$ cat src/rtl/alu_arbiter_if.sv
// Bundle between the two ALU requesters, the arbiter and the shared ALU instance.
// master = requester/ALU side, slave = alu_arbiter.
`ifndef DWORD_BITS
`define DWORD_BITS 32
`endif
`ifndef ALU_TYPE_BITS
`define ALU_TYPE_BITS 4
`endif

interface alu_arbiter_if #(
    parameter int DATA_SIZE = `DWORD_BITS,
    parameter int OP_BITS   = `ALU_TYPE_BITS
);
    logic                 flush;
    logic [1:0]           req_valid;
    logic [1:0]           req_ready;
    logic [OP_BITS-1:0]   req_op0;
    logic [OP_BITS-1:0]   req_op1;
    logic [DATA_SIZE-1:0] req_a0;
    logic [DATA_SIZE-1:0] req_a1;
    logic [DATA_SIZE-1:0] req_b0;
    logic [DATA_SIZE-1:0] req_b1;
    logic [DATA_SIZE-1:0] alu_src1;
    logic [DATA_SIZE-1:0] alu_src2;
    logic [OP_BITS-1:0]   alu_op;
    logic [DATA_SIZE-1:0] alu_result;
    logic                 alu_zero;
    logic [1:0]           rsp_valid;
    logic [1:0]           rsp_ready;
    logic [DATA_SIZE-1:0] rsp_data;
    logic                 rsp_zero;

    modport master (
        output flush, req_valid, req_op0, req_op1, req_a0, req_a1, req_b0, req_b1,
               rsp_ready, alu_result, alu_zero,
        input  req_ready, alu_src1, alu_src2, alu_op, rsp_valid, rsp_data, rsp_zero
    );

    modport slave (
        input  flush, req_valid, req_op0, req_op1, req_a0, req_a1, req_b0, req_b1,
               rsp_ready, alu_result, alu_zero,
        output req_ready, alu_src1, alu_src2, alu_op, rsp_valid, rsp_data, rsp_zero
    );
endinterface

$ cat src/rtl/alu_arbiter.sv
// Two-requester valid/ready arbiter in front of one combinational ALU, single issue register.
// Define ALU_ARB_RR_EN for round-robin on contention; otherwise requester 0 always wins.
`ifndef DWORD_BITS
`define DWORD_BITS 32
`endif
`ifndef ALU_TYPE_BITS
`define ALU_TYPE_BITS 4
`endif
`ifndef ALU_ADD
`define ALU_ADD 4'h0
`endif

module alu_arbiter #(
    parameter int DATA_SIZE = `DWORD_BITS,
    parameter int OP_BITS   = `ALU_TYPE_BITS
) (
    input  logic          clk,
    input  logic          rst_n,
    alu_arbiter_if.slave  bus
);
    typedef enum logic {IDLE = 1'b0, BUSY = 1'b1} state_t;

    state_t               state_q, state_d;
    logic                 owner_q, owner_d;
    logic [OP_BITS-1:0]   op_q, op_d;
    logic [DATA_SIZE-1:0] a_q, a_d;
    logic [DATA_SIZE-1:0] b_q, b_d;

    logic                 prio;
    logic                 contend;
    logic                 grant;
    logic                 fire;
    logic                 accept;
    logic [1:0]           req_ready;
    logic [1:0]           rsp_valid;
    logic [DATA_SIZE-1:0] alu_src1;
    logic [DATA_SIZE-1:0] alu_src2;
    logic [OP_BITS-1:0]   alu_op;

    assign contend = &bus.req_valid;

`ifdef ALU_ARB_RR_EN
    logic prio_q;

    // Pointer only moves when both requesters competed, so a lone requester never steals a turn.
    always_ff @(posedge clk or negedge rst_n) begin
        if (!rst_n)
            prio_q <= 1'b0;
        else if (accept && contend)
            prio_q <= ~grant;
    end

    assign prio = prio_q;
`else
    assign prio = 1'b0;
`endif

    assign grant  = contend ? prio : bus.req_valid[1];
    assign fire   = (state_q == BUSY) && bus.rsp_ready[owner_q];
    assign accept = (|bus.req_valid) && !bus.flush && ((state_q == IDLE) || fire);

    assign req_ready = accept ? (grant ? 2'b10 : 2'b01) : 2'b00;

    always_comb begin
        // NOTE: every target gets a default first so no branch can infer a latch.
        state_d = state_q;
        owner_d = owner_q;
        op_d    = op_q;
        a_d     = a_q;
        b_d     = b_q;
        if (bus.flush) begin
            state_d = IDLE;
            owner_d = 1'b0;
            op_d    = '0;
            a_d     = '0;
            b_d     = '0;
        end else if (accept) begin
            state_d = BUSY;
            owner_d = grant;
            op_d    = grant ? bus.req_op1 : bus.req_op0;
            a_d     = grant ? bus.req_a1  : bus.req_a0;
            b_d     = grant ? bus.req_b1  : bus.req_b0;
        end else if (fire) begin
            state_d = IDLE;
        end
    end

    always_ff @(posedge clk or negedge rst_n) begin
        // NOTE: non-blocking so every register samples the pre-edge values of its peers.
        if (!rst_n) begin
            state_q <= IDLE;
            owner_q <= 1'b0;
            op_q    <= '0;
            a_q     <= '0;
            b_q     <= '0;
        end else begin
            state_q <= state_d;
            owner_q <= owner_d;
            op_q    <= op_d;
            a_q     <= a_d;
            b_q     <= b_d;
        end
    end

    // An empty issue register presents ADD 0+0 so the ALU output is a known zero.
    always_comb begin
        alu_src1  = '0;
        alu_src2  = '0;
        alu_op    = OP_BITS'(`ALU_ADD);
        rsp_valid = 2'b00;
        if (state_q == BUSY) begin
            alu_src1  = a_q;
            alu_src2  = b_q;
            alu_op    = op_q;
            rsp_valid = owner_q ? 2'b10 : 2'b01;
        end
    end

    assign bus.req_ready = req_ready;
    assign bus.alu_src1  = alu_src1;
    assign bus.alu_src2  = alu_src2;
    assign bus.alu_op    = alu_op;
    assign bus.rsp_valid = rsp_valid;
    assign bus.rsp_data  = bus.alu_result;
    assign bus.rsp_zero  = bus.alu_zero;
endmodule

$ cat src/flat_wrapper.sv
// flat-port wrapper written by rule: the top's interface ports become plain ports
module alu_arbiter_flat 
#(
    parameter int DATA_SIZE = `DWORD_BITS,
    parameter int OP_BITS   = `ALU_TYPE_BITS
)
  (clk, rst_n, bus_flush, bus_req_valid, bus_req_op0, bus_req_op1, bus_req_a0, bus_req_a1, bus_req_b0, bus_req_b1, bus_rsp_ready, bus_alu_result, bus_alu_zero, bus_req_ready, bus_alu_src1, bus_alu_src2, bus_alu_op, bus_rsp_valid, bus_rsp_data, bus_rsp_zero);
  alu_arbiter_if #(.DATA_SIZE(DATA_SIZE), .OP_BITS(OP_BITS)) bus_i ();
  input  logic clk;
  input  logic rst_n;
  input wire logic [$bits(bus_i.flush)-1:0] bus_flush;
  input wire logic [$bits(bus_i.req_valid)-1:0] bus_req_valid;
  input wire logic [$bits(bus_i.req_op0)-1:0] bus_req_op0;
  input wire logic [$bits(bus_i.req_op1)-1:0] bus_req_op1;
  input wire logic [$bits(bus_i.req_a0)-1:0] bus_req_a0;
  input wire logic [$bits(bus_i.req_a1)-1:0] bus_req_a1;
  input wire logic [$bits(bus_i.req_b0)-1:0] bus_req_b0;
  input wire logic [$bits(bus_i.req_b1)-1:0] bus_req_b1;
  input wire logic [$bits(bus_i.rsp_ready)-1:0] bus_rsp_ready;
  input wire logic [$bits(bus_i.alu_result)-1:0] bus_alu_result;
  input wire logic [$bits(bus_i.alu_zero)-1:0] bus_alu_zero;
  output wire logic [$bits(bus_i.req_ready)-1:0] bus_req_ready;
  output wire logic [$bits(bus_i.alu_src1)-1:0] bus_alu_src1;
  output wire logic [$bits(bus_i.alu_src2)-1:0] bus_alu_src2;
  output wire logic [$bits(bus_i.alu_op)-1:0] bus_alu_op;
  output wire logic [$bits(bus_i.rsp_valid)-1:0] bus_rsp_valid;
  output wire logic [$bits(bus_i.rsp_data)-1:0] bus_rsp_data;
  output wire logic [$bits(bus_i.rsp_zero)-1:0] bus_rsp_zero;
  assign bus_i.flush = bus_flush;
  assign bus_i.req_valid = bus_req_valid;
  assign bus_i.req_op0 = bus_req_op0;
  assign bus_i.req_op1 = bus_req_op1;
  assign bus_i.req_a0 = bus_req_a0;
  assign bus_i.req_a1 = bus_req_a1;
  assign bus_i.req_b0 = bus_req_b0;
  assign bus_i.req_b1 = bus_req_b1;
  assign bus_i.rsp_ready = bus_rsp_ready;
  assign bus_i.alu_result = bus_alu_result;
  assign bus_i.alu_zero = bus_alu_zero;
  assign bus_req_ready = bus_i.req_ready;
  assign bus_alu_src1 = bus_i.alu_src1;
  assign bus_alu_src2 = bus_i.alu_src2;
  assign bus_alu_op = bus_i.alu_op;
  assign bus_rsp_valid = bus_i.rsp_valid;
  assign bus_rsp_data = bus_i.rsp_data;
  assign bus_rsp_zero = bus_i.rsp_zero;
  alu_arbiter #(.DATA_SIZE(DATA_SIZE), .OP_BITS(OP_BITS)) u_core (.clk(clk), .rst_n(rst_n), .bus(bus_i));
endmodule
$ cat config.mk
export PLATFORM = sky130hd
export DESIGN_NAME = alu_arbiter_flat
export DESIGN_NICKNAME = d
export VERILOG_FILES = /design/src/rtl/alu_arbiter_if.sv /design/src/rtl/alu_arbiter.sv /design/src/flat_wrapper.sv
export SDC_FILE = /design/constraint.sdc
export NUM_CORES = 1
export LEC_CHECK = 0
export ABC_AREA = 1
export CELL_PAD_IN_SITES_DETAIL_PLACEMENT = 1
export CELL_PAD_IN_SITES_GLOBAL_PLACEMENT = 1
export CORE_AREA = 2 2 141 143
export DETAILED_ROUTE_END_ITERATION = 12
export DIE_AREA = 0 0 143 145
export PLACE_DENSITY = 0.84
export SETUP_SLACK_MARGIN = 0.15
export SLEW_MARGIN = 5
export SYNTH_ARGS = -nofsm -noshare
export SYNTH_HDL_FRONTEND = slang
export SYNTH_SLANG_ARGS = --single-unit
export TNS_END_PERCENT = 5
$ cat constraint.sdc
create_clock -name clk -period 1.6 [get_ports clk]
set_clock_uncertainty 0.15 [all_clocks]
set_input_delay 0.32 -clock clk [delete_from_list [all_inputs] [get_ports clk]]
set_output_delay 0.32 -clock clk [all_outputs]
set_load 0.01 [all_outputs]
* Yosys cells after proc, flatten, opt, wreduce, memory -nomap -nowiden *
Index checks and enable logic that the tools add are counted.
W data, S select, Z words.

storage, ports and cells
  flip-flop bits (word level) = 70
  output and inout bits = 105

cells by class
  magnitude comparators = 1
  mux-type cells = 24
  bitwise operators = 1
  reductions and logical operators = 9

operators by type and width
  operator              count
  $mux W32              8
  $mux W4               4
  $mux W1               8
  $mux W2               4
  $logic_and A1 B1 Y1   3
  $reduce_bool A3 Y1    1
  $lt A1 B2 Y1 const B  1
  $reduce_and A2 Y1     1
  $reduce_bool A2 Y1    1
  $reduce_or A2 Y1      1
  $logic_not A1 Y1      1
  $logic_or A1 B1 Y1    1
  $not A1 Y1            1

* Logic depth before layout (Yosys ltp) *
Gate-level depths: netlist (run 1).

  depth in word-level cells = 7
  gate-level depth with buffers = 8

* Worst setup path before layout (run 1) *
No wires, ideal clock.

  kind = flip-flop to output port
  from = register u_core.state_q
  to = output bus_req_ready[0]
  arrival time = 1037 ps
  required time = 1130 ps
  slack = 93 ps
  cell stages (with the launch flop) = 6
  path buffers = 2
  cells stage by stage = dfrtp_1 > buf_2 > nand3_2 > nand2_2 > buf_2 > nor2_1

on the way
  longest elaborated chain between the ends = 4

RTL lines
  what                                                      RTL line                              source
  start: declaration                                        alu_arbiter.sv:23                     state_t state_q, state_d;
  start signal: assignment                                  alu_arbiter.sv:97                     state_q <= state_d;
  $logic_and A1 B1 Y1 / $not A1 Y1 (equally long branches)  alu_arbiter.sv:59, alu_arbiter.sv:60
  $logic_or A1 B1 Y1 *                                      alu_arbiter.sv:60                     assign accept = (|bus.req_valid) && !bus.flush && ((state_q == IDLE) || fire);
  $logic_and A1 B1 Y1 *                                     alu_arbiter.sv:60
  $mux W2 *                                                 alu_arbiter.sv:62                     assign req_ready = accept ? (grant ? 2'b10 : 2'b01) : 2'b00;
  end: declaration                                          flat_wrapper.sv:22                    output wire logic [$bits(bus_i.req_ready)-1:0] bus_req_ready;

Every way passes the cells marked *; elsewhere a longest branch is shown, timed or not.

* Final worst setup path (run 1) *
  from = register u_core.state_q
  to = output bus_alu_src1[12]

on the way
  longest elaborated chain between the ends = 1

RTL lines
  what              RTL line            source
  $mux W32          alu_arbiter.sv:111  if (state_q == BUSY) begin
  end: declaration  flat_wrapper.sv:23  output wire logic [$bits(bus_i.alu_src1)-1:0] bus_alu_src1;

No other way between the ends.

==> metrics.md, run 1 <==
| Metric | Value |
|---|---|
| Vias | `5128` |
| Vias per cell | `4.41` |
| Clock Latency Late Sink | `330 ps` |
| Final core utilization | `39.1%` |
| Global Route Usage Sum | `16.9%` |
| DP Wirelength | `11.6 mm` |
| Sequential Area | `1750 µm²` |
| Unique cell type count in the Yosys netlist | `16` |
| Status | `finished, violations left` |
| Starting Density | `23.7%` |
| Vias in the first global route | `5300` |
| Final setup vio count | `72` |
| CTS Root Cell | `clkbuf_16` |
| Synthesized area | `4560 µm²` |
| Final nets | `1071` |
| Initial DRC Count | `167` |
| Failing checks | `setup timing` |
| Routed WL | `17.2 mm` |
| Core ar. | `19200 µm²` |
| Post-route cell area | `7500 µm²` |
| Slew Limit Headroom | `73.2%` |
| Chip width | `143 µm` |
| WL/cell | `14.7 µm` |
| GR Overflow Total | `0` |
| Max Freq | `534 MHz` |
| Seq/Total Area, Yosys | `38.4%` |
| Setup crit end kind | `output pin` |
| Total iterations of the first detailed-routing run | `4` |
| Type of the worst setup path | `reg2out` |
| Critical Path AT | `1400 ps` |
| Worst setup margin | `-272 ps` |
| # rows | `51` |
| DRT antenna net count | `0` |
| CP max stage cell | `dfrtp_2` |
| Crit path cell chain | `buf_6 > buf_12 > buf_16 > nand2_1 > inv_1 > buf_2` |
| Syn_nets | `895` |
| Worst-path maximum fanout | `9` |
| Leak Pwr | `0.00425 µW` |
| Worst IR Drop VDD | `0.000479 V` |
| Gpl congestion | `0.754` |
| Largest net degree at the start of global routing | `71` |
| Die H | `145 µm` |
| Power Dens Cells | `737 nW/µm²` |
| Placed Area | `6830 µm²` |
| Area Overhead vs Synth | `64.6%` |
| Final hold viol count | `0` |
| Die area | `20700 µm²` |
| Max Root-Sink Buffers | `2` |
| CTS buffer count | `9` |
| Startpoint types | `flip-flop` |
| Syn avg cell area | `6.34 µm²` |
| Clk sink count | `70` |
| Multi-input gate area | `2200 µm²` |
| Pwr Total | `5530 µW` |
| Non-filler instance count after layout | `1164` |
| Clock transition at path regs | `50 ps` |
| Fin crit period | `1870 ps` |
| Syn Inst Count | `719` |
| Worst Hold Class | `in2reg` |
| CP peak stage delay | `450 ps` |
| Seq cells post-synth | `70` |
| RSZ-0062 raised after global routing | `yes` |
| DRC viols | `0` |
| H-tree depth | `3` |
| Fillers | `2381` |
| Max Cap Violations | `0` |
| Placed insts | `1137` |
| Synth Warn # | `0` |
| Final Cycle Share | `117%` |
| Ports | `281` |
| CTS tree | `yes` |
| Share of cells above drive strength 1 | `22.0%` |
| Initial antenna violation count | `1` |
| R2r setup slk | `50 ps` |
| Slew @ Worst Pin | `402 ps` |
| Data required, critical path | `1130 ps` |
| Final slew viol count | `0` |
| Port Buffers | `214` |
| Global-route wire length before repair | `27.4 mm` |
cells in the mapped netlist:
| library cell | number | area [µm²] |
|---|---|---|
| nor2_4 | 1 | 11.3 |
| nor2_2 | 1 | 6.26 |
| dfrtp_1 | 70 | 1750 |
| inv_2 | 2 | 7.51 |
| nor2_1 | 3 | 11.3 |
| clkbuf_1 | 11 | 41.3 |
| clkbuf_4 | 1 | 7.51 |
| nand2_1 | 345 | 1290 |
| nand2_2 | 1 | 6.26 |
| buf_1 | 11 | 41.3 |
| buf_2 | 20 | 100 |
| a21oi_1 | 1 | 5.00 |
| nand3_1 | 138 | 691 |
| buf_4 | 40 | 300 |
| inv_1 | 73 | 274 |
| nand3_2 | 1 | 10.0 |
report_power, final:
group          total, µW  switching, µW  internal [µW]  leakage [µW]
combinational       1580            753            824       0.00320
sequential          2060            115           1940      0.000919
clock               1900            743           1160      0.000138
total               5530           1610           3920       0.00425
worst paths after layout:
check | startpoint | to | depth (start not counted)
setup / recovery | u_core.state_q$_DFFE_PN0P_ | bus_alu_src1[12] | 6
hold / removal | bus_req_valid[0] | u_core.state_q$_DFFE_PN0P_ | 3
setup reg to reg | u_core.state_q$_DFFE_PN0P_ | u_core.b_q[22]$_DFFE_PN0P_ | 6
hold reg to reg | u_core.a_q[0]$_DFFE_PN0P_ | u_core.a_q[0]$_DFFE_PN0P_ | 2
max in group asynchronous | rst_n | u_core.state_q$_DFFE_PN0P_ | 3
min in group asynchronous | rst_n | u_core.b_q[10]$_DFFE_PN0P_ | 3
kinds of logic after synthesis:
kind of cell           synth area share [%]
and+or+nand+nor                        44.5
DFF                                    38.4
buffers and inverters                  16.9
AOI/OAI and AO/OA                     0.110
area by class of cell:
type,instances,share of cell area [%]
timing repair buffer,248,35.4
multi-input combinational,491,29.4
sequential,70,23.4
tap,265,4.42
inverter,75,3.75
clock buffer,13,3.60
clock inverter,1,0.0667
antenna,1,0.0333
state kept, by name (all words and copies together), names as in the netlist:
register / cells
u_core.a_q: 32
u_core.owner_q: 1
u_core.b_q: 32
u_core.op_q: 4
u_core.state_q: 1
cell usage in the layout, fill, tap and decap left out, types with 2 or more instances in the layout:
master           instances
dlygate4sd2_1            2
buf_8                    2
inv_1                   46
nand2_2                 36
nand2_4                  5
dfrtp_1                 69
clkbuf_8                 3
clkbuf_16                9
nand3_4                  2
buf_4                   10
buf_2                   26
nand2_1                305
nand3_1                136
nor2_4                   3
buf_12                  12
clkdlybuf4s50_1        139
buf_16                   8
inv_2                   29
buf_6                   48
metal layers:
layer / share of wire (%) / global-route usage (%) / up-vias
met4: 2.6 / 7.13 / 0
met5: 0 / 0 / -
met1: 39 / 18.2 / 2459
li1: - / - / 2509
met2: 53 / 31.5 / 130
met3: 5.2 / 3.33 / 30
repair_timing:
action                                 CTS  global route
endpoints found under the hold margin   70             0
resized for setup                      389            52
pin swaps                                2             0
setup endpoints to repair              141           142
hold buffers                             1             0
buffers inserted                         6             0
cloned                                   5             0
critical path, delay by kind of cell (launching register included):
family        cells  cell delay [ps]
simple gates      1               60
flops             1              450
buf+inv           5              550
per-stage QoR:
step	setup WS, ps	setup TNS [ps]	hold slack (ps)
final	-272	-13540	319
after global routing	-326	-18510	332
after CTS	-296	-15740	307
after detailed placement	-760	-68410	228
after global placement	-740	-64870	221
after floorplan	137	0	-126
(Power assumes the default switching activity.)
==> inputs of run 2 (changes only) <==
--- a/config.mk
+++ b/config.mk
@@ -12,7 +12,7 @@
 export DETAILED_ROUTE_END_ITERATION = 12
 export DIE_AREA = 0 0 143 145
 export PLACE_DENSITY = 0.84
-export SETUP_SLACK_MARGIN = 0.15
+export SETUP_SLACK_MARGIN = 0.5
 export SLEW_MARGIN = 5
 export SYNTH_ARGS = -nofsm -noshare
 export SYNTH_HDL_FRONTEND = slang
==> run 2 against run 1 <==
Compared with the run above: the flow still finishes with violations (setup timing); fmax down 0.20%; utilization up 0.42 points; final cell count up 0.26%; largest cell class unchanged; largest power group is now clock.
==> metrics.md, run 2 (synthesized netlist as in run 1, its figures left out) <==
| Metric | Value |
|---|---|
| H-tree depth | `3 (unchanged)` |
| R2r setup slk | `-20 ps (-70 ps)` |
| Commonest non-fill, non-tap cell in the layout | `nand2_1` |
| Slew Limit Headroom | `67.8% (-5.4 points)` |
| Pwr Total | `5850 µW (+5.7%)` |
| Top flop regs | `u_core.a_q x32, u_core.b_q x32, u_core.op_q x4` |
| Die area | `20700 µm² (unchanged)` |
| Slew @ Worst Pin | `483 ps (+80.3 ps)` |
| Starting Density | `23.7% (unchanged)` |
| Placed Area | `6830 µm² (about the same)` |
| Crit path cell chain | `buf_4 > buf_12 > buf_6 > nand2_2 > inv_1 > buf_2` |
| CTS tree | `yes` |
| CTS Root Cell | `clkbuf_16` |
| Status | `finished, violations left` |
| WL/cell | `15.1 µm (+2.2%)` |
| Worst-path maximum fanout | `12 (+3)` |
| Worst r2r src | `u_core.state_q$_DFFE_PN0P_` |
| Gpl congestion | `0.715 (-5.2%)` |
| FF-to-FF End | `u_core.op_q[2]$_DFFE_PN0P_` |
| Area Overhead vs Synth | `66.4%` |
| Fin crit period | `1880 ps (+3.69 ps)` |
| Placed insts | `1132 (-0.44%)` |
| Clk sink count | `70 (unchanged)` |
| Flop pwr share | `35.1% (-2.1 points)` |
| Port Buffers | `214 (unchanged)` |
| CP peak stage delay | `430 ps (-20 ps)` |
| CP Buf/Inv Count | `5 (unchanged)` |
| Most frequent cells in the layout | `nand2_1, clkdlybuf4s50_1, nand3_1` |
| Total iterations of the first detailed-routing run | `4 (unchanged)` |
| Core ar. | `19200 µm² (unchanged)` |
| Max Freq | `533 MHz (-0.20%)` |
| Startpoint types | `flip-flop` |
| Clock transition at path regs | `60 ps (about the same)` |
| Sw power | `1670 µW (+4.0%)` |
| Clock Latency Late Sink | `330 ps (about the same)` |
| GR Overflow Total | `0 (unchanged)` |
| Sw frac | `28.6% (-0.47 points)` |
| Ports | `281 (unchanged)` |
| Setup crit end kind | `output pin` |
| Worst setup margin | `-276 ps (-3.69 ps)` |
| Leak Pwr | `0.00429 µW (+0.91%)` |
| Vias in the first global route | `5329 (+0.55%)` |
| CTS buffer count | `9 (unchanged)` |
| Clk pwr share | `37.7% (+3.4 points)` |
| Final Cycle Share | `117% (+0.23 points)` |
| Sum of negative setup slack | `-17280 ps (-3740 ps)` |
| Worst hold path endpoint | `u_core.state_q$_DFFE_PN0P_` |
| Power Dens Cells | `771 nW/µm² (+4.5%)` |
| Die H | `145 µm (unchanged)` |
| DRT antenna net count | `0 (unchanged)` |
| Non-filler instance count after layout | `1167 (+0.26%)` |
| Data required, critical path | `1130 ps (about the same)` |
| Vias | `5158 (+0.59%)` |
| DP Wirelength | `11.2 mm (-3.0%)` |
| Initial antenna violation count | `1 (unchanged)` |
| Dpl ws | `-767 ps (-6.55 ps)` |
| Share of cells above drive strength 1 | `22.1% (+0.038 points)` |
| Final setup vio count | `82 (+14%)` |
| # rows | `51 (unchanged)` |
| Hold Path Depth | `3 (unchanged)` |
| Final hold viol count | `0 (unchanged)` |
| Top Family by Delay on Critical Path | `buffers and inverters` |
| HP Start | `bus_req_valid[0]` |
| DRC viols | `0 (unchanged)` |
| Vias per cell | `4.42 (+0.33%)` |
| Chip width | `143 µm (unchanged)` |
| Reg2Reg Depth | `7 (+1)` |
| Gate power share | `27.2% (-1.3 points)` |
| Worst Hold Class | `in2reg` |
| Largest net degree at the start of global routing | `71 (unchanged)` |
| CP max stage cell | `dfrtp_2` |
| Initial DRC Count | `166 (-0.60%)` |
| Final nets | `1072 (+0.093%)` |
| Critical Path AT | `1410 ps (about the same)` |
| Worst IR Drop VDD | `0.000446 V (-6.9%)` |
| Failing checks | `setup timing` |
| RSZ-0062 raised after global routing | `yes` |
| Global Route Usage Sum | `17.2% (+0.25 points)` |
| Max Root-Sink Buffers | `2 (unchanged)` |
| Max Cap Violations | `0 (unchanged)` |
| Post-route cell area | `7580 µm² (+1.1%)` |
| Routed WL | `17.6 mm (+2.5%)` |
| Global-route wire length before repair | `28.1 mm (+2.4%)` |
| P_int | `4170 µW (+6.4%)` |
| Type of the worst setup path | `reg2out` |
| Final slew viol count | `0 (unchanged)` |
## run 2: stage by stage
step / util (%) / hold WS, ps
floorplan: - / -126
global placement: 35.5 / 221
detailed placement: 35.5 / 229
CTS: 38.1 / 354
global route: 39.5 / 291
finish: 39.5 / 233
## run 2: per-layer routing
layer / share of wire, % / wire length (µm) / vias to the layer above / global-route usage, %
met5: 0 / 0 / - / 0
met4: 2.8 / 491 / 0 / 7.03
met3: 5.7 / 1010 / 34 / 3.80
met2: 50 / 8830 / 143 / 30.1
met1: 41 / 7260 / 2466 / 19.9
li1: - / - / 2515 / -
## run 2: area by class of cell
type	instances	area (µm²)
Inverter	75	282
Tap cell	265	332
Clock buffer	10	239
Antenna cell	1	2.50
Sequential cell	70	1750
Timing Repair Buffer	249	2700
Fill cell	2358	11600
Multi-Input combinational cell	491	2190
Clock inverter	6	85.1
## run 2: worst max path at each step
| stage | start | endpoint | slack (ps) | depth (start not counted) |
|---|---|---|---|---|
| floorplan | u_core.owner_q$_DFFE_PN0P_ | bus_req_ready[0] | 220 | 6 |
| global placement | bus_req_valid[1] | u_core.b_q[8]$_DFFE_PN0P_ | -750 | 7 |
| detailed placement | bus_req_valid[1] | u_core.a_q[20]$_DFFE_PN0P_ | -770 | 7 |
| CTS | u_core.state_q$_DFFE_PN0P_ | bus_alu_src1[20] | -320 | 6 |
| global route | u_core.state_q$_DFFE_PN0P_ | bus_alu_src1[12] | -340 | 6 |
| finish | u_core.state_q$_DFFE_PN0P_ | bus_alu_src1[7] | -280 | 6 |
## run 2: timing repair
item	CTS	global route
hold buffers	1	0
hold endpoints to repair	70	0
pin swaps	10	1
gates resized for setup	369	64
setup buffers	11	1
endpoints found under the setup margin	142	143
gates cloned	4	1
## run 2: worst reg2reg max path: stages (launching register included)
cell and delay [ps]:
dfrtp_2 400, buf_4 130, nand3_4 100, buf_12 140, nand2_4 80, buf_16 280, nand3_1 180, nand2_1 90
## run 2: power groups by stage
stage | logic, µW | clock network [µW] | registers [µW]
after CTS | 1540 | 2290 | 2040
after detailed placement | 1430 | 0 | 2060
after global routing | 1750 | 2350 | 2070
after floorplan | 731 | 0 | 2040
after global placement | 1400 | 0 | 2060
final | 1590 | 2200 | 2050
